`src/rtl/if_fetch_stage_pkg.sv`:
```
// Shared pipeline types and constants for the fetch stage
// and the IF/ID bundle consumed by decode.
package if_fetch_stage_pkg;

   localparam int XLEN = 32;
   localparam int ILEN = 32;
   localparam int PC_STEP = 4;
   localparam logic [31:0] NOP_WORD = 32'h0000_0000;

   typedef enum logic [1:0] {
      S_FETCH = 2'd0,
      S_WAIT  = 2'd1,
      S_HELD  = 2'd2,
      S_DRAIN = 2'd3
   } fetch_state_e;

   typedef struct packed {
      logic            valid;
      logic [ILEN-1:0] instr;
      logic [XLEN-1:0] pc;
      logic [XLEN-1:0] pc_plus4;
   } if_id_t;

endpackage

```
`src/rtl/if_fetch_stage_if_id_latch.sv`:
```
// IF/ID pipeline register: flush beats load, otherwise holds.
// Flush only clears valid/instr; the address fields keep their value.
module if_id_latch #(
   parameter int ADDR_W = 32,
   parameter int INSTR_W = 32,
   parameter logic [INSTR_W-1:0] NOP = '0
) (
   input  logic               clk,
   input  logic               rst,
   input  logic               load,
   input  logic               flush,
   input  logic [INSTR_W-1:0] d_instr,
   input  logic [ADDR_W-1:0]  d_pc,
   input  logic [ADDR_W-1:0]  d_pc_plus4,
   output logic               valid,
   output logic [INSTR_W-1:0] instr,
   output logic [ADDR_W-1:0]  pc,
   output logic [ADDR_W-1:0]  pc_plus4
);

   always_ff @(posedge clk or negedge rst) begin
      if (!rst) begin
         valid    <= 1'b0;
         instr    <= NOP;
         pc       <= '0;
         pc_plus4 <= '0;
      end else if (flush) begin
         valid <= 1'b0;
         instr <= NOP;
      end else if (load) begin
         valid    <= 1'b1;
         instr    <= d_instr;
         pc       <= d_pc;
         pc_plus4 <= d_pc_plus4;
      end
   end

endmodule

```
`src/rtl/if_fetch_stage.sv`:
```
// Instruction fetch: imem handshake, next-PC select, one-entry
// skid for data arriving under stall, and the IF/ID latch.
module if_fetch_stage
   import if_fetch_stage_pkg::*;
#(
   parameter int ADDR_W = XLEN,
   parameter int INSTR_W = ILEN,
   parameter logic [INSTR_W-1:0] NOP_INSTR = INSTR_W'(NOP_WORD)
) (
   input  logic               clk,
   input  logic               rst,
   input  logic [ADDR_W-1:0]  pc_in,
   output logic [ADDR_W-1:0]  pc_next,
   output logic               pc_ena,
   output logic               imem_req,
   output logic [ADDR_W-1:0]  imem_addr,
   input  logic               imem_ready,
   input  logic [INSTR_W-1:0] imem_rdata,
   input  logic               stall,
   input  logic               redirect_valid,
   input  logic [ADDR_W-1:0]  redirect_pc,
   output logic               if_id_valid,
   output logic [INSTR_W-1:0] if_id_instr,
   output logic [ADDR_W-1:0]  if_id_pc,
   output logic [ADDR_W-1:0]  if_id_pc_plus4
);

   localparam logic [ADDR_W-1:0] STEP = ADDR_W'(PC_STEP);
   localparam logic [ADDR_W-1:0] ALIGN = ~ADDR_W'(3);

   fetch_state_e       state, state_n;
   logic [ADDR_W-1:0]  req_addr, cur_addr, tgt;
   logic [ADDR_W-1:0]  skid_pc, d_pc;
   logic [INSTR_W-1:0] skid_instr, d_instr;
   logic               ena_c, ld, fl, skid_ld;

   always_comb begin
      cur_addr = (state == S_FETCH) ? pc_in : req_addr;
      tgt      = redirect_pc & ALIGN;
      state_n  = state;
      pc_next  = pc_in;
      ena_c    = 1'b0;
      ld       = 1'b0;
      fl       = 1'b0;
      skid_ld  = 1'b0;
      d_instr  = imem_rdata;
      d_pc     = cur_addr;
      unique case (state)
         S_FETCH, S_WAIT: begin
            if (redirect_valid) begin
               pc_next = tgt;
               ena_c   = 1'b1;
               fl      = 1'b1;
               state_n = imem_ready ? S_FETCH : S_DRAIN;
            end else if (imem_ready && !stall) begin
               ld      = 1'b1;
               pc_next = cur_addr + STEP;
               ena_c   = 1'b1;
               state_n = S_FETCH;
            end else if (imem_ready) begin
               skid_ld = 1'b1;
               state_n = S_HELD;
            end else begin
               fl      = !stall;
               state_n = S_WAIT;
            end
         end
         S_HELD: begin
            d_instr = skid_instr;
            d_pc    = skid_pc;
            if (redirect_valid) begin
               pc_next = tgt;
               ena_c   = 1'b1;
               fl      = 1'b1;
               state_n = S_FETCH;
            end else if (!stall) begin
               ld      = 1'b1;
               pc_next = skid_pc + STEP;
               ena_c   = 1'b1;
               state_n = S_FETCH;
            end
         end
         S_DRAIN: begin
            // stale response in flight: keep IF/ID empty until it lands
            fl = 1'b1;
            if (redirect_valid) begin
               pc_next = tgt;
               ena_c   = 1'b1;
            end
            if (imem_ready) state_n = S_FETCH;
         end
         default: state_n = S_FETCH;
      endcase
   end

   assign imem_req  = (state != S_HELD);
   assign imem_addr = cur_addr;
   assign pc_ena    = ena_c & rst;

   always_ff @(posedge clk or negedge rst) begin
      if (!rst) begin
         state      <= S_FETCH;
         req_addr   <= '0;
         skid_instr <= NOP_INSTR;
         skid_pc    <= '0;
      end else begin
         state <= state_n;
         if (state == S_FETCH) req_addr <= pc_in;
         if (skid_ld) begin
            skid_instr <= imem_rdata;
            skid_pc    <= cur_addr;
         end
      end
   end

   if_id_latch #(
      .ADDR_W (ADDR_W),
      .INSTR_W(INSTR_W),
      .NOP    (NOP_INSTR)
   ) u_if_id (
      .clk       (clk),
      .rst       (rst),
      .load      (ld),
      .flush     (fl),
      .d_instr   (d_instr),
      .d_pc      (d_pc),
      .d_pc_plus4(d_pc + STEP),
      .valid     (if_id_valid),
      .instr     (if_id_instr),
      .pc        (if_id_pc),
      .pc_plus4  (if_id_pc_plus4)
   );

endmodule

```
`config.mk`:
```
export PLATFORM = sky130hd
export DESIGN_NAME = if_fetch_stage
export DESIGN_NICKNAME = d
export VERILOG_FILES = /design/src/rtl/if_fetch_stage_pkg.sv /design/src/rtl/if_fetch_stage_if_id_latch.sv /design/src/rtl/if_fetch_stage.sv
export SDC_FILE = /design/constraint.sdc
export NUM_CORES = 1
export LEC_CHECK = 0
export ABC_AREA = 0
export ABC_CLOCK_PERIOD_IN_PS = 3380
export BUFFER_PORTS_ARGS = -buffer_cell sky130_fd_sc_hd__buf_4
export CORE_MARGIN = 2
export CORE_UTILIZATION = 55
export DETAILED_ROUTE_END_ITERATION = 7
export GPL_ROUTABILITY_DRIVEN = 0
export PLACE_DENSITY = 0.89
export SYNTH_ARGS = -nofsm -noshare
export SYNTH_HDL_FRONTEND = slang
export SYNTH_SLANG_ARGS = --single-unit
```
`constraint.sdc`:
```
create_clock -name clk -period 3.38 [get_ports clk]
set_input_delay 0.676 -clock clk [delete_from_list [all_inputs] [get_ports clk]]
set_output_delay 0.676 -clock clk [all_outputs]
set_load 0.03 [all_outputs]
```
After elaboration in Yosys (flattened, before gate mapping)
Cells that the tools add are included.
- register bits: 195
- input bits: 101
- output and inout port bits: 163
- word-level logic and storage cells: 64
- add/sub/neg operators: 3
- equal/unequal tests: 6
- muxes and demuxes: 38
- bitwise gates (word level): 2
- reduce and logical (&&, ||, !) cells: 7
- operators with widths (operator ; number):
    $mux W32 ; 10
    $add A32 B3 Y32 const B ; 3
    $pmux W32 S3 ; 1
    $mux W1 ; 16
    $mux W2 ; 7
    $pmux W1 S3 ; 2
    $pmux W2 S3 ; 1
    $eq A2 B2 Y1 const B ; 2
    $ne A2 B2 Y1 const B ; 2
    $reduce_and A2 Y1 ; 2
    $ne A3 B3 Y1 const B ; 1
    $eq A2 B1 Y1 const B ; 1
    $logic_not A2 Y1 ; 1
    $pmux W1 S2 ; 1
    $reduce_bool A2 Y1 ; 1
    $reduce_or A2 Y1 ; 1
    $and A1 B1 Y1 ; 1
    $logic_and A1 B1 Y1 ; 1
    $logic_not A1 Y1 ; 1
    $not A1 Y1 ; 1

Logic depth before layout (Yosys ltp)
Gate-level depths: netlist of run 1.
- depth after elaboration: 7
- gate-level depth with buffers: 12
- depth with buffers taken out: 7

Modules after synthesis
Synthesis of run 1 repeated with hierarchy kept, for this count alone.
- cell total of the unflattened synthesis: 1260
- area, all modules: 12101.6 µm²
- modules (own cells, without submodules) (module ; instances ; cells an instance ; area an instance (µm²) ; seq. area each (µm²)):
    if_fetch_stage ; 1 ; 1017 ; 8089.0 ; 2452.4
    if_id_latch ; 1 ; 243 ; 4012.6 ; 2427.3

Least setup slack after synthesis of run 1
Ideal clock, no wire load.
- path type: input to output
- from: input pc_in[4]
- to: output pc_next[19]
- arrival time: 2686 ps
- required time: 2704 ps
- setup slack: 18 ps
- stages: 6
- buffers on the path: 0
- cells stage by stage: or3b_4 -> a22oi_4 -> nand4_1 -> nor3_1 -> xnor2_1 -> a221oi_1
- longest elaborated chain between the ends: 5
- RTL lines (what ; RTL line ; RTL):
    start, declared ; if_fetch_stage.sv:12 ; input logic [ADDR_W-1:0] pc_in,
    $mux W32 ; -- ;
    $add A32 B3 Y32 ; if_fetch_stage.sv:57 ; pc_next = cur_addr + STEP;
    $mux W32 ; if_fetch_stage.sv:55 ; end else if (imem_ready && !stall) begin
    $mux W32 ; if_fetch_stage.sv:50 ; if (redirect_valid) begin
    $pmux W32 S3 ; if_fetch_stage.sv:48 ; unique case (state)
    end, declared ; if_fetch_stage.sv:13 ; output logic [ADDR_W-1:0] pc_next,
No other way between the ends.

Worst setup path after layout of run 1
- from: register state[1]
- to: output pc_next[26]
- longest elaborated chain between the ends: 6
- elaborated cells between the ends (all ways): 10
- those cells by class: add/sub (1); eq/ne (3); mux (4); reduce/logical (2)
- RTL lines (what ; RTL line ; RTL):
    start, declared ; if_fetch_stage.sv:31 ; fetch_state_e state, state_n;
    start signal, assigned ; if_fetch_stage.sv:107 ; state <= state_n;
    $logic_not A2 Y1 ; if_fetch_stage.sv:38, if_fetch_stage.sv:48 ;
    $mux W32 ; -- ;
    $add A32 B3 Y32 ; if_fetch_stage.sv:57 ;
    $mux W32 ; if_fetch_stage.sv:55 ;
    $mux W32 ; if_fetch_stage.sv:50 ;
    $pmux W32 S3 * ; if_fetch_stage.sv:48 ;
Mark *: on every way between the ends. The rest lies on a longest branch, timed or not.

==> implementation parameters, run 1 <==
Parameter                              Value

Worst setup path
  Cells along the critical path    buf_12 -> buf_8 -> or3b_4 -> a222oi_1 -> buf_4 -> nand4_4 -> buf_4 -> or3_4 -> nand3_4 -> a31oi_4 -> buf_6
  End point of the critical path    pc_next[26]
  Startpoint of the lowest-slack register-to-register path    state[1]
  Critical Setup Path Class    flip-flop to output port
  Library cell appearing most often on the critical path    sky130_fd_sc_hd__buf_4
  CP arrival    3.44 ns
  CP max stage cell    sky130_fd_sc_hd__dfrtp_2
  Worst setup slack for register-to-register paths    approximately 0.13 ns
  Critical Path Fanout Max    6
  Source of the critical timing path    state[1]
  Startpoint class of the critical path    flip-flop
  Required time of the critical path    approximately 2.7 ns
  Number of cells traversed by the worst register-to-register path    10
  Largest stage delay on the critical path    about 0.48 ns
  Endpoint class of the critical path    output port
  Worst reg2reg endpoint    u_if_id.pc_plus4[19]

Die
  Area of the core region    20800 um^2
  Boundary pin count    approximately 260
  Die outline area    22200 um^2
  Die width    between 100 and 150 um
  Die height    149 um
  Starting density of the core    55.5%
  Row cnt    53

Synth
  Post-synth top area share    between 40% and 50%
  Cell types occupying the most area after synthesis    sky130_fd_sc_hd__dfrtp_1 (42%), sky130_fd_sc_hd__mux2i_1 (7.8%), sky130_fd_sc_hd__nand2_1 (5.7%), sky130_fd_sc_hd__mux2_2 (4.9%), sky130_fd_sc_hd__o21ai_0 (4.6%)
  Cell area after synthesis    11600 um^2
  Cell taking the most area after synthesis    sky130_fd_sc_hd__dfrtp_1
  YS warnings    0
  Most used DFF post-synth    sky130_fd_sc_hd__dfrtp_1
  Number of distinct library cells after synthesis    86
  Post-synthesis cell count    approximately 1300
  Mean area per synthesized cell    9.22 um^2
  EDFF count, synth    0
  Number of synthesized register bits    roughly 190
  Sequential cell area fraction in the yosys report    a little over two fifths
  Asr flop ratio synth    100%
  Post-synth net total    roughly 1400

Clocking
  CTS Hold Bufs    0
  Library cell used as clock root buffer    sky130_fd_sc_hd__clkbuf_16
  Sink count of the clock tree    193
  Clock edge transition at the registers on the reported setup and hold paths    0.08 ns
  Clock buffers created by TritonCTS    17
  TritonCTS clock tree    yes
  Deepest clock path buffer count    2
  Clock insertion delay at the later pin of the skew report    roughly 0.45 ns
  CTS H-tree lvls    4

Power and ir drop
  Max rail drop VDD    about 0.00049 V
  P_leak    a little over 0.007 uW
  Power per standard cell area    roughly 990 nW/um^2

Drt
  Mean routed wirelength per cell    between 20 and 25 um
  Number of DRC violations after detailed-routing iteration 0    1764
  Routed wire length    approximately 45 mm
  Total iterations of the first detailed-routing run    7
  Routed Antenna Nets    0
  Vias per inst    roughly 6.7
  Routed vias    around 12000
  Detailed-route DRC error count    0

STA
  Clk_skew    0.0173 ns
  Final critical-path setup slack    -0.739 ns
  Hold slack final    between 0.015 and 0.02 ns
  Peak Freq    0.243 GHz
  Relative slew margins    about 22%
  Tmin final    between 4 and 5 ns
  Endpoints failing setup    28
  Period utilisation layout    122%
  Final-report max-slew violation count    0
  Slew at the pin closest to its max-slew limit    1.16 ns
  Unrepaired setup endpoints after global routing    yes
  Fin. Hold Viols    0

Outcome
  Violations in the final reports    negative setup slack
  Result of the run    finished with violations

Final layout
  Filler cells    between 1000 and 1500
  Fraction of final layout cells with drive strength greater than 1    between 30% and 40%
  Antenna Cells    0
  Area growth, synth to finish    36.2%
  Final net count    approximately 1700
  Final cell count without fillers    1856
  Share of the core filled with cells    about 76%

Place
  Number of port buffers    between 200 and 300
  Placed cell count    about 1800
  Hpwl dp    27.9 mm

GRT
  Global routing usage summed across all routing layers    a little under two fifths
  Initial antenna violation count    0
  Via count of the first global-routing pass    approximately 12000
  Global-route wire length before repair    about 64 mm
  Maximum number of pins on one net before global-route repair    192
  GRT overflow    0

Run
  Number of violations of the max-capacitance limit    0

Hold path
  Worst Hold Class    input pin to async pin
-- worst min-delay path by stage --
stage | cells after the start | slack (ns) | end | from
5_1_grt | 1 | 0.01 | u_if_id.pc_plus4[0] | rst
3_3_place_gp | 2 | 0.46 | u_if_id.pc_plus4[8] | u_if_id.pc_plus4[8]
3_5_place_dp | 2 | 0.47 | u_if_id.instr[17] | u_if_id.instr[17]
6_report | 1 | 0.02 | u_if_id.pc_plus4[1] | rst
4_1_cts | 1 | 0.02 | u_if_id.pc_plus4[0] | rst
2_1_floorplan | 0 | 0.38 | req_addr[0] | rst
-- power breakdown --
part,switching [uW],internal [uW]
Combinational,5740,3700
Sequential,915,3300
Clock,1000,964
Total,7660,7960
-- area by class of cell --
| type | count | area (um^2) | area share, % |
|---|---|---|---|
| Clock buffer | 18 | 429 | 2.73 |
| Inverter | 36 | 135 | 0.858 |
| Tap cell | 275 | 344 | 2.18 |
| Clock inverter | 13 | 121 | 0.771 |
| Multi-Input combinational cell | 938 | 6700 | 42.6 |
| Timing Repair Buffer | 383 | 3180 | 20.2 |
| Sequential cell | 193 | 4830 | 30.7 |
-- per-stage QoR --
stage	total power (uW)	setup slack [ns]	TNS, ns	cell area, um^2
CTS	14700	-0.313	-3.64	15300
global route	16200	-0.694	-12.61	15700
global placement	12000	-0.0824	-0.453	14200
floorplan	9270	0.0181	0	11600
finish	15600	-0.739	-12.90	15700
detailed placement	12300	-0.101	-0.499	14200
-- synth_stat cells (all sizes together) (3+ instances only) --
cell	number
dfrtp	193
nand2	177
o21ai	113
nor2	92
mux2i	90
mux2	52
a21oi	50
clkbuf	45
xnor2	43
buf	42
nand3	37
inv	35
nand4	24
a31oi	22
o211ai	19
nor3	16
o21a	14
and3	13
xor2	13
nand2b	11
o31ai	11
or4	10
a211oi	9
a21o	9
and2	8
and4	8
nand4bb	8
a221oi	7
a22oi	7
nor4	7
nor2b	4
nor3b	4
o221ai	4
or3	4
a211o	3
a221o	3
o211a	3
or2	3
or3b	3
-- cells by family (layout without fill, tap and decap cells) --
logic type	Yosys count	count (layout)	synth area share (%)
DFF	193	193	41.8
and+or+nand+nor	439	439	19.6
AOI/OAI and AO/OA	299	299	16.4
xor gates and xnor gates	56	56	4.24
buffers and inverters	123	450	4.95
muxes	142	142	12.9
adders and majority gates	2	2	0.216
-- state kept, by name, indices dropped and copies added, names as in the netlist --
signal	flops
state	2
u_if_id.pc_plus4	32
req_addr	32
skid_pc	32
u_if_id.valid	1
skid_instr	32
u_if_id.instr	32
u_if_id.pc	30
-- worst max-delay path: cells and delay by family (launching register included) --
| family | cells | cell delay, ns |
|---|---|---|
| compound gates | 2 | 0.51 |
| buf+inv | 5 | 0.96 |
| flops | 1 | 0.48 |
| simple gates | 4 | 1.05 |
-- cell usage in the layout, fill, tap and decap left out, types with 5 or more instances in the layout --
| cell type | synthesis | final |
|---|---|---|
| sky130_fd_sc_hd__o211ai_1 | 19 | 19 |
| sky130_fd_sc_hd__mux2i_1 | 90 | 83 |
| sky130_fd_sc_hd__clkbuf_16 | 0 | 18 |
| sky130_fd_sc_hd__nand3_2 | 1 | 5 |
| sky130_fd_sc_hd__o31ai_1 | 11 | 9 |
| sky130_fd_sc_hd__mux2_2 | 50 | 48 |
| sky130_fd_sc_hd__xnor2_2 | 0 | 6 |
| sky130_fd_sc_hd__a31oi_1 | 22 | 20 |
| sky130_fd_sc_hd__and4_1 | 8 | 6 |
| sky130_fd_sc_hd__xnor2_1 | 43 | 37 |
| sky130_fd_sc_hd__buf_12 | 0 | 9 |
| sky130_fd_sc_hd__o21a_1 | 14 | 14 |
| sky130_fd_sc_hd__a211oi_1 | 9 | 8 |
| sky130_fd_sc_hd__and2_1 | 8 | 8 |
| sky130_fd_sc_hd__or4_1 | 9 | 8 |
| sky130_fd_sc_hd__o21ai_0 | 107 | 98 |
| sky130_fd_sc_hd__nand2_1 | 176 | 170 |
| sky130_fd_sc_hd__inv_1 | 33 | 32 |
| sky130_fd_sc_hd__xor2_1 | 13 | 13 |
| sky130_fd_sc_hd__a21o_1 | 9 | 9 |
| sky130_fd_sc_hd__o21ai_1 | 6 | 11 |
| sky130_fd_sc_hd__nand4bb_1 | 8 | 6 |
| sky130_fd_sc_hd__a21oi_1 | 50 | 48 |
| sky130_fd_sc_hd__buf_6 | 10 | 37 |
| sky130_fd_sc_hd__nor3_2 | 4 | 7 |
| sky130_fd_sc_hd__nand3_1 | 35 | 29 |
| sky130_fd_sc_hd__nor2_1 | 91 | 89 |
| sky130_fd_sc_hd__nand2_2 | 1 | 5 |
| sky130_fd_sc_hd__nand4_1 | 22 | 22 |
| sky130_fd_sc_hd__buf_4 | 3 | 332 |
| sky130_fd_sc_hd__dfrtp_1 | 193 | 191 |
| sky130_fd_sc_hd__and3_1 | 13 | 11 |
| sky130_fd_sc_hd__nand2b_1 | 11 | 10 |
| sky130_fd_sc_hd__nor3_1 | 11 | 5 |
-- timing repair --
action | 4_1_cts | 5_1_grt
gates cloned | 1 | 1
pin swaps | 26 | 37
gates resized for setup | 95 | 55
setup buffers | 16 | 20
setup endpoints to repair | 27 | 28
-- metal layers --
metal,track usage (%),vias up,share of wire [%]
met5,0.227,-,0
met4,23.0,0,8.2
met3,13.3,339,13
met2,59.8,1158,46
met1,42.7,5772,33
li1,-,5133,-
Note: power is estimated with default switching activity, not from simulation.
==> run 2: changes to the inputs <==
--- a/config.mk
+++ b/config.mk
@@ -10,6 +10,7 @@
 export BUFFER_PORTS_ARGS = -buffer_cell sky130_fd_sc_hd__buf_4
 export CORE_MARGIN = 2
 export CORE_UTILIZATION = 55
+export CTS_BUF_LIST = sky130_fd_sc_hd__clkbuf_16
 export DETAILED_ROUTE_END_ITERATION = 7
 export GPL_ROUTABILITY_DRIVEN = 0
 export PLACE_DENSITY = 0.89
==> implementation parameters, run 2 (synthesis results as in run 1) <==
Parameter                              Value

Worst setup path
  CP arrival    between 3 and 4 ns
  Critical Path Fanout Max    6
  Required time of the critical path    ~2.7 ns
  Number of cells traversed by the worst register-to-register path    10
  Source of the critical timing path    state[1]
  Startpoint of the lowest-slack register-to-register path    state[1]
  Endpoint class of the critical path    output port
  Startpoint class of the critical path    flip-flop
  Critical Setup Path Class    flip-flop to output port
  End point of the critical path    pc_next[26]
  Worst reg2reg endpoint    u_if_id.pc_plus4[19]
  Worst setup slack for register-to-register paths    ~0.12 ns

STA
  Final-report max-slew violation count    0
  Period utilisation layout    122%
  Endpoints failing setup    28
  Clk_skew    between 0.015 and 0.02 ns
  Fin. Hold Viols    0
  Slew at the pin closest to its max-slew limit    between 1 and 1.5 ns
  Unrepaired setup endpoints after global routing    yes
  Peak Freq    roughly 0.24 GHz
  Tmin final    4.12 ns
  Final critical-path setup slack    -0.737 ns
  Relative slew margins    approximately 15%

Final layout
  Most common library cell in the layout ignoring fill and taps    sky130_fd_sc_hd__buf_4
  Top library cells by usage in the layout, fill and taps aside    sky130_fd_sc_hd__buf_4 (332), sky130_fd_sc_hd__dfrtp_1 (191), sky130_fd_sc_hd__nand2_1 (170)
  Fraction of final layout cells with drive strength greater than 1    between 30% and 40%
  Final cell count without fillers    1856
  Area growth, synth to finish    36.2%
  Antenna Cells    0
  Final net count    about 1700
  Area taken by flip-flops and latches    approximately 4800 um^2
  Area of the multi-input gates    ~6700 um^2
  Filler cells    1282

Die
  Die width    149 um
  Die outline area    between 20000 and 25000 um^2
  Row cnt    53
  Boundary pin count    between 200 and 300
  Area of the core region    between 20000 and 25000 um^2
  Starting density of the core    55.5%
  Die height    approximately 150 um

Clocking
  Clock buffers created by TritonCTS    17
  CTS Hold Bufs    0
  Library cell used as clock root buffer    sky130_fd_sc_hd__clkbuf_16
  Sink count of the clock tree    ~190
  CTS H-tree lvls    4
  Clock insertion delay at the later pin of the skew report    0.45 ns
  Clock edge transition at the registers on the reported setup and hold paths    0.08 ns
  Deepest clock path buffer count    2
  TritonCTS clock tree    yes

Drt
  Mean routed wirelength per cell    between 20 and 25 um
  Routed wire length    between 40 and 50 mm
  Routed Antenna Nets    0
  Vias per inst    6.67
  Detailed-route DRC error count    9
  Routed vias    around 12000
  Total iterations of the first detailed-routing run    8
  Number of DRC violations after detailed-routing iteration 0    ~1700

Place
  Worst slack at placement    -0.101 ns
  Hpwl dp    around 28 mm
  Number of port buffers    261
  Placed cell count    approximately 1800

GRT
  Maximum number of pins on one net before global-route repair    192
  Global-route wire length before repair    64.3 mm
  GRT overflow    0
  Initial antenna violation count    0
  Global routing usage summed across all routing layers    about 37%
  Via count of the first global-routing pass    around 12000

Outcome
  Result of the run    finished with violations
  Violations in the final reports    design-rule violations, negative setup slack

Power and ir drop
  Power per standard cell area    992 nW/um^2
  P_leak    just over 0.007 uW
  Max rail drop VDD    ~0.00049 V

Hold path
  Worst Hold Class    input pin to async pin

Run
  Number of violations of the max-capacitance limit    0
-- run 2: cell types whose count changed in the layout (fill, tap and decap cells not counted), sizes merged --
cell,delta
clkbuf,-1
inv,+1
-- run 2: how the worst min path moves through the flow --
stage	from	to	cells after the start
after floorplan	rst	req_addr[0]	0
after global placement	u_if_id.pc_plus4[8]	u_if_id.pc_plus4[8]	2
after detailed placement	u_if_id.instr[17]	u_if_id.instr[17]	2
after CTS	rst	u_if_id.pc_plus4[0]	1
after global routing	rst	u_if_id.pc_plus4[0]	1
final	rst	u_if_id.pc_plus4[1]	1
-- run 2: what timing repair did --
action,CTS,global route
cloned,1,1
pin swaps,26,37
setup buffers,16,20
resized for setup,95,55
endpoints found under the setup margin,27,28
-- run 2: through the flow --
step / hold slack [ns] / area, um^2 / util (%) / setup TNS (ns) / power [uW]
finish: 0.0180 / 15700 / 75.6 / -13.28 / 15600
global route: 0.0128 / 15700 / 75.6 / -12.61 / 16200
CTS: 0.0153 / 15300 / 73.5 / -3.64 / 14700
detailed placement: 0.471 / 14200 / 68.2 / -0.499 / 12300
global placement: 0.462 / 14200 / 68.2 / -0.453 / 12000
floorplan: 0.380 / 11600 / - / 0 / 9270
-- run 2: routing by layer --
layer  wire (um)  global-route usage [%]  up-vias
met4        3800                    23.0        0
met5           0                   0.227        -
li1            -                       -     5131
met3        6000                    13.3      358
met2       20500                    59.8     1132
met1       14700                    42.7     5759
-- run 2: final cells by class --
class	instances	share of cell area [%]
repair buffers	383	20.2
multi-input cells	938	42.6
clock buffers	17	2.70
well taps	275	2.18
flip-flops and latches	193	30.7
clock inverters	14	0.794
inverters	36	0.858
-- run 2: power by group --
part	leakage (uW)	total, uW	switching [uW]	internal [uW]
combinational	0.00459	9450	5750	3700
sequential	0.00235	4210	917	3300
clock	0.000260	1960	1000	961
total	0.00721	15600	7670	7960
-- run 2: critical path, stage by stage, from the launching register on --
cell                       delay [ns]
sky130_fd_sc_hd__dfrtp_2         0.48
sky130_fd_sc_hd__buf_12          0.17
sky130_fd_sc_hd__buf_8           0.13
sky130_fd_sc_hd__or3b_4          0.38
sky130_fd_sc_hd__a222oi_1        0.40
sky130_fd_sc_hd__buf_4           0.28
sky130_fd_sc_hd__nand4_4         0.21
sky130_fd_sc_hd__buf_4           0.21
sky130_fd_sc_hd__or3_4           0.37
sky130_fd_sc_hd__nand3_4         0.08
sky130_fd_sc_hd__a31oi_4         0.11
sky130_fd_sc_hd__buf_6           0.17
==> run 3: changes to the inputs <==
--- a/config.mk
+++ b/config.mk
@@ -9,11 +9,11 @@
 export ABC_CLOCK_PERIOD_IN_PS = 3380
 export BUFFER_PORTS_ARGS = -buffer_cell sky130_fd_sc_hd__buf_4
 export CORE_MARGIN = 2
-export CORE_UTILIZATION = 55
+export CORE_UTILIZATION = 30
 export CTS_BUF_LIST = sky130_fd_sc_hd__clkbuf_16
 export DETAILED_ROUTE_END_ITERATION = 7
 export GPL_ROUTABILITY_DRIVEN = 0
-export PLACE_DENSITY = 0.89
+export PLACE_DENSITY = 0.57
 export SYNTH_ARGS = -nofsm -noshare
 export SYNTH_HDL_FRONTEND = slang
 export SYNTH_SLANG_ARGS = --single-unit
==> implementation parameters, run 3 (synthesis results as in run 1) <==
Parameter                              Value

STA
  Final-report max-slew violation count    0
  Tmin final    3.83 ns
  Peak Freq    approximately 0.26 GHz
  Final critical-path setup slack    -0.453 ns
  Period utilisation layout    113%
  Clk_skew    0.0101 ns
  Slew at the pin closest to its max-slew limit    0.836 ns
  Fin. Hold Viols    0
  Endpoints failing setup    27
  Setup TNS    -7.08 ns
  Hold slack final    around 0.046 ns
  Unrepaired setup endpoints after global routing    yes
  Relative slew margins    a little over two fifths

Die
  Die height    200 um
  Starting density of the core    a little under a third
  Area of the core region    approximately 38000 um^2
  Die width    between 200 and 250 um
  Row cnt    71
  Die outline area    40100 um^2
  Boundary pin count    264

GRT
  Initial antenna violation count    2
  Maximum number of pins on one net before global-route repair    148
  Met2 Resource Use GR    35.4%
  Met3 track demand over resource    ~6.2%
  Via count of the first global-routing pass    approximately 11000
  GRT overflow    0
  Global routing usage summed across all routing layers    approximately 22%
  Global-route wire length before repair    approximately 67 mm
  Global-route met1 utilization    ~28%
  Global route hottest layer    met2

Place
  Placed cell area    around 15000 um^2
  Hpwl dp    between 30 and 40 mm
  Number of port buffers    between 200 and 300
  Worst slack at placement    -0.152 ns

Worst setup path
  Worst setup slack for register-to-register paths    0.31 ns
  Worst reg2reg endpoint    u_if_id.pc_plus4[31]
  Endpoint class of the critical path    output port
  Critical Setup Path Class    flip-flop to output port
  Number of cells traversed by the worst register-to-register path    10
  Startpoint class of the critical path    flip-flop
  Required time of the critical path    around 2.7 ns
  Critical Path Fanout Max    7
  Startpoint of the lowest-slack register-to-register path    state[0]
  CP arrival    around 3.2 ns

Final layout
  Top library cells by usage in the layout, fill and taps aside    sky130_fd_sc_hd__buf_4 (350), sky130_fd_sc_hd__dfrtp_1 (191), sky130_fd_sc_hd__nand2_1 (169)
  Final instance area    16300 um^2
  Final net count    1694
  Area growth, synth to finish    41.0%
  Most common library cell in the layout ignoring fill and taps    sky130_fd_sc_hd__buf_4
  Fraction of final layout cells with drive strength greater than 1    around 37%

Clocking
  TritonCTS clock tree    yes
  Deepest clock path buffer count    2
  CTS Hold Bufs    0
  Clock insertion delay at the later pin of the skew report    0.46 ns
  CTS H-tree lvls    4
  Clock edge transition at the registers on the reported setup and hold paths    0.07 ns
  Clock buffers created by TritonCTS    17
  Library cell used as clock root buffer    sky130_fd_sc_hd__clkbuf_16
  Sink count of the clock tree    193

Run
  Number of violations of the max-capacitance limit    0

Power and ir drop
  Max rail drop VDD    between 0.0004 and 0.0005 V
  Power per standard cell area    about 950 nW/um^2
  Sequential group share of total power    26.5%
  Cell Int Power    around 8200 uW
  Relative contribution of combinational cells to total power    about three fifths
  Fraction of power consumed by the clock network    around 14%
  P_leak    about 0.0073 uW
  Post-layout total power    about 16000 uW
  Power dissipated by switching net loads    7360 uW
  Switching share of total power    47.3%

Drt
  Vias per inst    around 5.2
  Number of DRC violations after detailed-routing iteration 0    just under 700
  Total iterations of the first detailed-routing run    5
  Routed vias    roughly 11000
  Detailed-route DRC error count    0
  Routed Antenna Nets    0
  Mean routed wirelength per cell    approximately 21 um
  Routed wire length    roughly 44 mm

Outcome
  Violations in the final reports    negative setup slack
  Result of the run    finished with violations

Hold path
  Worst Hold Class    input pin to async pin
==> run 3: changes by cell type in the layout (fill, tap and decap cells not counted), sizes merged <==
cell,before,now
bufinv,0,2
clkinv,5,6
buf,379,404
diode,0,1
clkinvlp,4,1
bufbuf,1,0
inv,41,42
clkbuf,20,18
==> run 3: power by group through the flow <==
| stage | combinational (uW) | clock [uW] | sequential, uW |
|---|---|---|---|
| 6_report | 9310 | 2130 | 4120 |
| 5_1_grt | 9920 | 2290 | 4250 |
| 4_1_cts | 9150 | 2200 | 4090 |
| 3_5_place_dp | 8490 | 0 | 4170 |
| 3_3_place_gp | 8430 | 0 | 4130 |
| 2_1_floorplan | 4570 | 0 | 4690 |
==> run 3: worst max-delay path by stage <==
| stage | end | slack [ns] | from |
|---|---|---|---|
| floorplan | pc_next[19] | 0.02 | pc_in[4] |
| finish | pc_next[31] | -0.45 | state[1] |
| global placement | pc_next[19] | -0.16 | pc_in[4] |
| CTS | pc_next[31] | -0.50 | state[1] |
| detailed placement | pc_next[19] | -0.15 | pc_in[4] |
| global route | pc_next[31] | -0.53 | state[1] |
==> run 3: timing repair <==
action                                  4_1_cts  5_1_grt
resized for setup                           117       40
endpoints found under the hold margin         0        0
pin swaps                                    60       29
gates cloned                                  0        0
endpoints found under the setup margin       31       33
setup buffers                                25        7
==> run 3: critical path: stages (launching register included) <==
cell,delay (ns)
sky130_fd_sc_hd__dfrtp_4,0.51
sky130_fd_sc_hd__buf_6,0.13
sky130_fd_sc_hd__or2_4,0.24
sky130_fd_sc_hd__buf_12,0.15
sky130_fd_sc_hd__mux2i_1,0.13
sky130_fd_sc_hd__or4_4,0.49
sky130_fd_sc_hd__or4_4,0.55
sky130_fd_sc_hd__nand3b_4,0.17
sky130_fd_sc_hd__a41o_1,0.19
sky130_fd_sc_hd__buf_6,0.14
==> run 3: through the flow <==
step	utilization (%)	cells
after detailed placement	39.0	2059
final	43.1	2116
after global routing	43.1	2116
after floorplan	-	1254
after global placement	39.0	2059
after CTS	42.4	2111
==> run 3: final cells by class <==
type / count / area, um^2
antenna: 1 / 2.50
clock buffer: 17 / 425
clock inverter: 15 / 174
fill: 3737 / 21500
inverter: 36 / 135
multi-input combinational: 938 / 6750
sequential: 193 / 4830
tap: 511 / 639
timing repair buffer: 405 / 3340
==> run 3: routing by layer <==
layer,vias to the layer above,share of wire [%]
met3,52,8.7
met1,5344,42
met4,2,2.6
met2,432,47
li1,5175,-
met5,-,0.036
